**config.mk**
```make
export PLATFORM = sky130hd
export DESIGN_NAME = dm_access_unit
export DESIGN_NICKNAME = d
export VERILOG_FILES = /design/src/rtl/dm_pkg.sv /design/src/rtl/dm_lane_align.sv /design/src/rtl/dm_access_unit.sv
export SDC_FILE = /design/constraint.sdc
export NUM_CORES = 1
export LEC_CHECK = 0
export CAP_MARGIN = 20
export CORE_MARGIN = 1
export CORE_UTILIZATION = 30
export CTS_CLUSTER_DIAMETER = 50
export DETAILED_ROUTE_END_ITERATION = 16
export DONT_BUFFER_PORTS = 1
export PLACE_DENSITY = 0.42
export SLEW_MARGIN = 15
export SYNTH_ARGS = -nofsm -noshare
export SYNTH_HDL_FRONTEND = slang
export SYNTH_SLANG_ARGS = --single-unit
```
**constraint.sdc**
```tcl
create_clock -name clk -period 2.8 [get_ports clk]
set_clock_uncertainty 0.15 [all_clocks]
set_input_delay 0.42 -clock clk [delete_from_list [all_inputs] [get_ports clk]]
set_output_delay 0.42 -clock clk [all_outputs]
set_load 0.02 [all_outputs]
```
**src/rtl/dm_pkg.sv**
```systemverilog
// dm_pkg: shared encodings for the data-memory access unit.
// Holds the DMCtrl size/sign codes, the access FSM state enum and the
// byte-enable base patterns that get shifted into position by the byte offset.
package dm_pkg;

  // DMCtrl access size/sign encodings
  localparam logic [2:0] DM_B  = 3'b000;
  localparam logic [2:0] DM_H  = 3'b001;
  localparam logic [2:0] DM_W  = 3'b010;
  localparam logic [2:0] DM_BU = 3'b100;
  localparam logic [2:0] DM_HU = 3'b101;

  // Byte-enable base patterns before shifting by the byte offset
  localparam logic [3:0] BE_B = 4'b0001;
  localparam logic [3:0] BE_H = 4'b0011;
  localparam logic [3:0] BE_W = 4'b1111;

  // Access FSM states; values are visible on the debug state port
  typedef enum logic [2:0] {
    IDLE = 3'd0,
    REQ0 = 3'd1,
    RSP0 = 3'd2,
    REQ1 = 3'd3,
    RSP1 = 3'd4
  } dm_state_e;

  // Base byte-enable pattern for a DMCtrl code; zero marks an unsupported code
  function automatic logic [3:0] dm_be_base(input logic [2:0] ctrl);
    case (ctrl)
      DM_B, DM_BU: dm_be_base = BE_B;
      DM_H, DM_HU: dm_be_base = BE_H;
      DM_W:        dm_be_base = BE_W;
      default:     dm_be_base = 4'b0000;
    endcase
  endfunction

endpackage

```
**src/rtl/dm_lane_align.sv**
```systemverilog
// dm_lane_align: combinational byte-lane logic for the access unit.
// Store side works on the live request (byte enables, shifted write data,
// misalignment and support flags). Load side works on the captured request
// and a 64-bit {beat1, beat0} window, extracting and extending the result.
module dm_lane_align
  import dm_pkg::*;
(
  input  logic [2:0]  i_ctrl,
  input  logic [1:0]  i_off,
  input  logic [31:0] i_wdata,
  input  logic [2:0]  i_ld_ctrl,
  input  logic [1:0]  i_ld_off,
  input  logic [63:0] i_rdata64,
  output logic [7:0]  o_be64,
  output logic [63:0] o_wdata64,
  output logic        o_misalign,
  output logic        o_supported,
  output logic [31:0] o_ld_data
);

  logic [3:0]  w_be_base;
  logic [31:0] w_ld_word;

  assign w_be_base   = dm_be_base(i_ctrl);
  assign o_be64      = {4'b0000, w_be_base} << i_off;
  assign o_wdata64   = {32'h0, i_wdata} << {i_off, 3'b000};
  // Any enable spilling into the upper word means a second beat is needed
  assign o_misalign  = |o_be64[7:4];
  assign o_supported = (w_be_base != 4'b0000);

  // Bring the addressed byte down to lane 0 of the two-word window
  assign w_ld_word = 32'(i_rdata64 >> {i_ld_off, 3'b000});

  // Truncate to the access size and sign- or zero-extend
  always_comb begin
    o_ld_data = 32'h0;
    case (i_ld_ctrl)
      DM_B:    o_ld_data = {{24{w_ld_word[7]}}, w_ld_word[7:0]};
      DM_H:    o_ld_data = {{16{w_ld_word[15]}}, w_ld_word[15:0]};
      DM_W:    o_ld_data = w_ld_word;
      DM_BU:   o_ld_data = {24'h0, w_ld_word[7:0]};
      DM_HU:   o_ld_data = {16'h0, w_ld_word[15:0]};
      default: o_ld_data = 32'h0;
    endcase
  end

endmodule

```
**src/rtl/dm_access_unit.sv**
```systemverilog
// dm_access_unit: load/store access unit between the core and a
// request/grant/rvalid word memory.
// Optional feature macro DM_MISALIGN_SPLIT_EN: when defined, accesses that
// cross a word boundary are split into two beats; when undefined they are
// rejected with a misalign_err pulse and no memory traffic.
//
// Handshake: the core's req is taken only while the unit is IDLE (busy=0);
// mem_req is held with stable mem_addr/mem_be/mem_wdata/mem_we until a cycle
// with mem_gnt=1 accepts the beat; mem_rvalid is only honoured in RSP0/RSP1;
// done is a one-cycle pulse with rdata valid alongside it.
module dm_access_unit
  import dm_pkg::*;
#(
  parameter int ADDR_W = 32,
  parameter int DATA_W = 32
) (
  input  logic              clk,
  input  logic              rst,
  input  logic              req,
  input  logic              DmWr,
  input  logic [2:0]        DMCtrl,
  input  logic [ADDR_W-1:0] addr,
  input  logic [DATA_W-1:0] wdata,
  output logic              busy,
  output logic              done,
  output logic [DATA_W-1:0] rdata,
  output logic              misalign_err,
  output logic              mem_req,
  output logic              mem_we,
  output logic [ADDR_W-1:0] mem_addr,
  output logic [3:0]        mem_be,
  output logic [DATA_W-1:0] mem_wdata,
  input  logic              mem_gnt,
  input  logic              mem_rvalid,
  input  logic [DATA_W-1:0] mem_rdata,
  output logic [2:0]        dbg_state
);

`ifdef DM_MISALIGN_SPLIT_EN
  localparam bit SPLIT_EN = 1'b1;
`else
  localparam bit SPLIT_EN = 1'b0;
`endif

  dm_state_e         r_state;
  logic              r_we;
  logic              r_split;
  logic [2:0]        r_ctrl;
  logic [1:0]        r_off;
  logic [ADDR_W-1:0] r_addr_word;
  logic [3:0]        r_be_hi;
  logic [31:0]       r_wdata_hi;
  logic [31:0]       r_beat0;
  logic              r_done;
  logic              r_err;
  logic [31:0]       r_rdata;
  logic              r_mem_req;
  logic              r_mem_we;
  logic [ADDR_W-1:0] r_mem_addr;
  logic [3:0]        r_mem_be;
  logic [31:0]       r_mem_wdata;

  logic [ADDR_W-1:0] w_addr_word;
  logic [ADDR_W-1:0] w_addr_next;
  logic [7:0]        w_be64;
  logic [63:0]       w_wdata64;
  logic              w_misalign;
  logic              w_supported;
  logic              w_reject;
  logic [63:0]       w_rdata64;
  logic [31:0]       w_ld_data;

  assign w_addr_word = {addr[ADDR_W-1:2], 2'b00};
  // Second-beat address wraps naturally at the top of the address space
  assign w_addr_next = r_addr_word + ADDR_W'(4);
  // Requests that never reach memory: bad DMCtrl, or a split with splitting off
  assign w_reject    = !w_supported || (w_misalign && !SPLIT_EN);
  // Only the final beat of a split load pairs with the saved first word
  assign w_rdata64   = (r_state == RSP1) ? {mem_rdata, r_beat0} : {32'h0, mem_rdata};

  dm_lane_align u_lane_align (
    .i_ctrl      (DMCtrl),
    .i_off       (addr[1:0]),
    .i_wdata     (wdata),
    .i_ld_ctrl   (r_ctrl),
    .i_ld_off    (r_off),
    .i_rdata64   (w_rdata64),
    .o_be64      (w_be64),
    .o_wdata64   (w_wdata64),
    .o_misalign  (w_misalign),
    .o_supported (w_supported),
    .o_ld_data   (w_ld_data)
  );

  // Access FSM: captures the request, sequences one or two beats, pulses done
  always_ff @(posedge clk) begin
    if (rst) begin
      r_state     <= IDLE;
      r_we        <= 1'b0;
      r_split     <= 1'b0;
      r_ctrl      <= 3'b000;
      r_off       <= 2'b00;
      r_addr_word <= '0;
      r_be_hi     <= 4'b0000;
      r_wdata_hi  <= 32'h0;
      r_beat0     <= 32'h0;
      r_done      <= 1'b0;
      r_err       <= 1'b0;
      r_rdata     <= 32'h0;
      r_mem_req   <= 1'b0;
      r_mem_we    <= 1'b0;
      r_mem_addr  <= '0;
      r_mem_be    <= 4'b0000;
      r_mem_wdata <= 32'h0;
    end else begin
      r_done <= 1'b0;
      r_err  <= 1'b0;
      case (r_state)
        IDLE: begin
          if (req) begin
            r_we        <= DmWr;
            r_ctrl      <= DMCtrl;
            r_off       <= addr[1:0];
            r_addr_word <= w_addr_word;
            r_be_hi     <= w_be64[7:4];
            r_wdata_hi  <= w_wdata64[63:32];
            r_split     <= w_misalign;
            if (w_reject) begin
              r_done  <= 1'b1;
              r_err   <= w_misalign && !SPLIT_EN;
              r_rdata <= 32'h0;
            end else begin
              r_state     <= REQ0;
              r_mem_req   <= 1'b1;
              r_mem_we    <= DmWr;
              r_mem_addr  <= w_addr_word;
              r_mem_be    <= w_be64[3:0];
              r_mem_wdata <= w_wdata64[31:0];
            end
          end
        end
        REQ0: begin
          if (mem_gnt) begin
            if (r_we && r_split) begin
              r_state     <= REQ1;
              r_mem_addr  <= w_addr_next;
              r_mem_be    <= r_be_hi;
              r_mem_wdata <= r_wdata_hi;
            end else if (r_we) begin
              r_state   <= IDLE;
              r_mem_req <= 1'b0;
              r_mem_we  <= 1'b0;
              r_mem_be  <= 4'b0000;
              r_done    <= 1'b1;
              r_rdata   <= 32'h0;
            end else begin
              r_state   <= RSP0;
              r_mem_req <= 1'b0;
            end
          end
        end
        RSP0: begin
          if (mem_rvalid) begin
            if (r_split) begin
              r_beat0    <= mem_rdata;
              r_state    <= REQ1;
              r_mem_req  <= 1'b1;
              r_mem_addr <= w_addr_next;
              r_mem_be   <= r_be_hi;
            end else begin
              r_state  <= IDLE;
              r_mem_be <= 4'b0000;
              r_done   <= 1'b1;
              r_rdata  <= w_ld_data;
            end
          end
        end
        REQ1: begin
          if (mem_gnt) begin
            r_mem_req <= 1'b0;
            if (r_we) begin
              r_state  <= IDLE;
              r_mem_we <= 1'b0;
              r_mem_be <= 4'b0000;
              r_done   <= 1'b1;
              r_rdata  <= 32'h0;
            end else begin
              r_state <= RSP1;
            end
          end
        end
        RSP1: begin
          if (mem_rvalid) begin
            r_state  <= IDLE;
            r_mem_be <= 4'b0000;
            r_done   <= 1'b1;
            r_rdata  <= w_ld_data;
          end
        end
        default: r_state <= IDLE;
      endcase
    end
  end

  assign busy         = (r_state != IDLE);
  assign done         = r_done;
  assign misalign_err = r_err;
  assign rdata        = r_rdata;
  assign mem_req      = r_mem_req;
  assign mem_we       = r_mem_we;
  assign mem_addr     = r_mem_addr;
  assign mem_be       = r_mem_be;
  assign mem_wdata    = r_mem_wdata;
  assign dbg_state    = r_state;

endmodule

```
-- Word-level counts from Yosys, hierarchy flattened
Cells that the tools add are included.
- register bits after elaboration: 212
- logic and storage cells: 144
- output and inout port bits: 108
- bitwise gates (word level): 3
- shifts and indexed selects: 3
- muxes and demuxes: 71
- add/subtract/negate cells: 1
- reduce and logical (&&, ||, !) cells: 26
- equality and inequality tests: 23
- operator list (cell ; count):
    $mux W32 ; 19
    $pmux W32 S5 ; 2
    $pmux W32 S3 ; 1
    $mux W64 ; 1
    $pmux W32 S2 ; 1
    $shl A32 B5 Y64 ; 1
    $shr A64 B5 Y32 ; 1
    $mux W4 ; 9
    $add A32 B3 Y32 const B ; 1
    $mux W1 ; 22
    $ne A2 B2 Y1 const B ; 11
    $mux W3 ; 7
    $pmux W4 S5 ; 1
    $eq A3 B3 Y1 const B ; 5
    $pmux W3 S5 ; 1
    $reduce_and A7 Y1 ; 2
    $eq A3 B2 Y1 const B ; 4
    $pmux W4 S3 ; 1
    $reduce_and A6 Y1 ; 2
    $eq A3 B1 Y1 const B ; 3
    $logic_not A3 Y1 ; 3
    $reduce_and A9 Y1 ; 1
    $reduce_bool A3 Y1 ; 3
    $reduce_and A8 Y1 ; 1
    other kinds (17) ; 24

-- Depth between registers and ports, before layout
- depth after elaboration: 9
- depth in mapped cells: 9
- depth with buffers taken out: 6

-- Modules after synthesis
A second synthesis with hierarchy kept.
- cell total of the unflattened synthesis: 1426
- area total of the unflattened synthesis: 11594.9 um^2
- by module, submodules not included (module ; area an instance (um^2) ; cells each ; instances):
    dm_access_unit ; 9401.5 ; 1157 ; 1
    dm_lane_align ; 2193.4 ; 269 ; 1

-- Worst setup path after synthesis
Ideal clock, no wire load.
- path type: register to register
- start point: register r_state[0], in the netlist dbg_state[0]
- end point: register r_rdata[21], in the netlist rdata[21]
- setup time: 0.060 ns
- cell stages (with the launch flop): 10
- buffers on the path: 3
- path slack: 0.453 ns
- required time: 2.590 ns
- arrival time: 2.137 ns
- path through: dfxtp_1 -> buf_2 -> nor2_1 -> o21ai_1 -> o2111ai_1 -> or2_1 -> buf_2 -> a31oi_2 -> buf_4 -> a221o_1
- word-level cells in the longest chain between the ends: 7
- elaborated cells between the ends (all ways): 22
- those cells by class: 12 x eq/ne; 1 x shift; 6 x mux; 3 x reduce/logical
- RTL lines (what ; RTL line ; RTL):
    start: declaration ; dm_access_unit.sv:45 ; dm_state_e r_state;
    start signal: assignment ; dm_access_unit.sv:98 ; r_state <= IDLE;
    start signal: assignment ; dm_access_unit.sv:133 ; r_state <= REQ0;
    start signal: assignment ; dm_access_unit.sv:145 ; r_state <= REQ1;
    $eq A3 B3 Y1 ; dm_access_unit.sv:79, dm_access_unit.sv:118 ;
    $mux W64 ; dm_access_unit.sv:79 ; assign w_rdata64 = (r_state == RSP1) ? {mem_rdata, r_beat0} : {32'h0, mem_rdata};
    $shr A64 B5 Y32 ; dm_lane_align.sv:32 ; assign w_ld_word = 32'(i_rdata64 >> {i_ld_off, 3'b000});
    $pmux W32 S5 ; dm_lane_align.sv:37 ; case (i_ld_ctrl)
    $mux W32 ; dm_access_unit.sv:164 ; if (r_split) begin
    $mux W32 ; dm_access_unit.sv:163 ; if (mem_rvalid) begin
    $pmux W32 S5 ; dm_access_unit.sv:118 ; case (r_state)
    end signal: assignment ; dm_access_unit.sv:174 ; r_rdata <= w_ld_data;
    end signal: assignment ; dm_access_unit.sv:197 ; r_rdata <= w_ld_data;
    end: declaration ; dm_access_unit.sv:56 ; logic [31:0] r_rdata;
Several ways; a longest one is shown, not always the timed one. The select of a mux whose other input is x is not followed.
A chain may end at the register's enable or synchronous reset.

-- Worst setup path in the final report
- start point: register r_state[1], in the netlist dbg_state[1]
- end point: register r_state[0], in the netlist dbg_state[0]
- word-level cells in the longest chain between the ends: 3
- elaborated cells between the ends (all ways): 13
- those cells by class: 10 x eq/ne; 1 x mux; 2 x reduce/logical
- RTL lines (what ; RTL line):
    $eq A3 B2 Y1 (tied with other cells) ; dm_access_unit.sv:118
    $ne A2 B2 Y1 (no line) ; -
    $reduce_and A6 Y1 (no line) ; -
Several ways; a longest one is shown, not always the timed one.

==> metrics.txt <==
total grt overflow 0; via count 8925; Starting Density 0.3066; clock share of power 0.500; Wirelength per Cell 19.54 um; CP dominant cell by count buf_4; fraction of the yosys area taken by sequential cells 0.4003; buffers added on ports 0; synthesized flop and latch total 201; Rows 66; setup repair after global routing missed its margin yes; Cell Area, Synth 10050 um2; crit-path cells buf_4 > nor2b_1 > o21ai_1 > a211o_1 > buf_4 > a21oi_1 > dlygate4sd3_1; clock root cell clkbuf_16; switch share 0.2704; Peak VDD IR 500.1 uV; # DRC 0; CP max stage delay 0.58 ns; Psw 2293 uW; YS warnings 0; Area Growth Syn to Fin 22.53%; failing checks negative hold slack; required time of the critical path 3.08 ns; drt pass-1 iters 5; initial antenna violation count 0; Achievable Freq 372.2 MHz; placer congestion estimate 0.8328; dpl ws 0.2391 ns; die height 185.1 um; crit-path leading delay family buffers and inverters; Critical Path Sink Type flip-flop; Vias per Instance 5.165; critical path type flip-flop to flip-flop; CTS tree done; hold crit path type input port to flip-flop; DRT Wirelength 33.77 mm; Die X 185.1 um; CP Launch Type flip-flop; Pint 6188 uW; Least-Margin Pin Slew 0.8054 ns; die area 34240 um2; ys async rst share 0; latest clock arrival within the worst-skew pair 0.50 ns; commonest non-fill, non-tap cell in the layout dfxtp_1; Iter 0 DRT Violations 552; # clock sinks 201; maxcap violations 0; crit path time final 2.687 ns; vias in the first global route 8660; diode count 0; Power Dens Cells 688.5 nW/um2; Crit Path Max Fanout 14; Final period util 0.9596; Fin. Hold Viols 90; Max Root-Sink Buffers 3; setup violators final 0; outcome complete, but fails checks; fin. max-slew vios 0; Yosys cell types 63; TritonCTS Buffers 35; Synth Flop Type dfxtp_1; final antenna-violating net count 0; number of synthesized flops with an enable pin 0; Max-Slew Margin vs Limit 0.4630; final worst slack 0.1131 ns; clk slew on worst S/H paths 0.06 ns; Post-Syn Area per Cell 8.159 um2; htree depth 2; Post-DP HPWL 22.72 mm; largest net degree at the start of global routing 165; Nets 1370; Comb power frac 0.117; post-synthesis cell count 1232; global-route wire length before repair 51.18 mm; Total GRT Usage 0.1916; Worst Path Buf+Inv 3; Core Area 32780 um2; layout cells sized above 1 0.1026; Leakage 0.004602 uW; crit path max-delay cell type dfxtp_1; Reg power frac 0.383; # IOs 213; WHS -0.1472 ns; placed insts 1613; Finished Layout Cells 1728; Critical Path AT 2.97 ns; commonest non-fill, non-tap cells in the layout dfxtp_1 (200), nand2_1 (199), a21oi_1 (117)
==> metal layers <==
metal,vias to the layer above,routed length [um],track usage
met2,248,15550,0.3104
li1,4479,-,-
met3,42,3127,0.06980
met5,-,0,0
met4,0,518,0.04529
met1,4156,14570,0.2403
==> per-stage QoR <==
stage	TNS [ns]	cell area (um2)	utilization	power (uW)
after floorplan	0	10060	-	3977
after global placement	0	10590	0.3231	4225
after detailed placement	0	10590	0.3231	4230
after CTS	0	12010	0.3662	8583
after global routing	-0.01168	12320	0.3757	8866
final	0	12320	0.3757	8480
==> sequential cells by signal (all words and copies together), names as in the netlist <==
signal,cells
r_wdata_hi,24
mem_addr,30
mem_we,1
r_off,2
r_beat0,32
dbg_state,3
mem_be,4
r_split,1
misalign_err,1
mem_wdata,32
r_we,1
rdata,32
r_ctrl,3
done,1
mem_req,1
r_addr_word,30
r_be_hi,3
==> timing repair <==
item,4_1_cts,5_1_grt
hold endpoints to repair,163,135
endpoints found under the setup margin,0,14
gates resized for setup,0,2
hold buffers,26,30
buffers inserted,0,0
==> cells in the mapped netlist (13+ instances only) <==
master,n,area (um2)
dfxtp_1,201,4024
nand2_1,200,750.7
a21oi_1,118,590.6
nor2_1,103,386.6
mux2i_1,98,980.9
clkbuf_1,69,259.0
nand3_1,58,290.3
o21ai_0,55,275.3
a211oi_1,25,187.7
nor3_1,20,100.1
buf_2,17,85.08
a221o_1,16,160.2
mux2_2,16,180.2
nor2b_1,16,100.1
a221oi_1,15,131.4
o211ai_1,13,97.59
xor2_1,13,113.9
==> cell type report <==
class	count	area (um2)
inverter	10	37.54
tap	442	553.0
fill	3434	20470
sequential	201	4025
timing repair buffer	98	950.9
multi-input combinational	918	5595
clock buffer	41	938.4
clock inverter	18	216.5
==> power by group through the flow <==
| stage | combinational [uW] | clock [uW] | sequential [uW] |
|---|---|---|---|
| after floorplan | 721 | 0 | 3260 |
| after detailed placement | 923 | 0 | 3310 |
| after global routing | 1120 | 4480 | 3270 |
| after global placement | 919 | 0 | 3310 |
| after CTS | 965 | 4370 | 3250 |
| final | 994 | 4240 | 3250 |
==> worst register-to-register path, cell delays in order, from the launching register on <==
cell and delay, ns:
dfxtp_1 0.58, buf_4 0.25, nor2b_1 0.26, o21ai_1 0.16, a211o_1 0.33, buf_4 0.21, a21oi_1 0.14, dlygate4sd3_1 0.55
==> final timing paths <==
| kind | from | end | slack [ns] | cells after the start |
|---|---|---|---|---|
| min reg2reg | r_wdata_hi[14] | r_wdata_hi[14] | 0.30 | 2 |
| min | rst | mem_addr[22] | -0.15 | 1 |
| max reg2reg | dbg_state[1] | dbg_state[0] | 0.11 | 7 |
| max | dbg_state[1] | dbg_state[0] | 0.11 | 7 |
==> logic make-up after synthesis <==
logic type / Yosys count / share of synthesized area
other cells: 1 / 0.0003731
fa+ha+maj: 1 / 0.001245
compound gates: 320 / 0.2092
xor+xnor: 25 / 0.02178
flops: 201 / 0.4003
simple gates: 455 / 0.2023
buf+inv: 114 / 0.04705
mux: 115 / 0.1177
No activity file was read; power rests on OpenSTA's default activity.
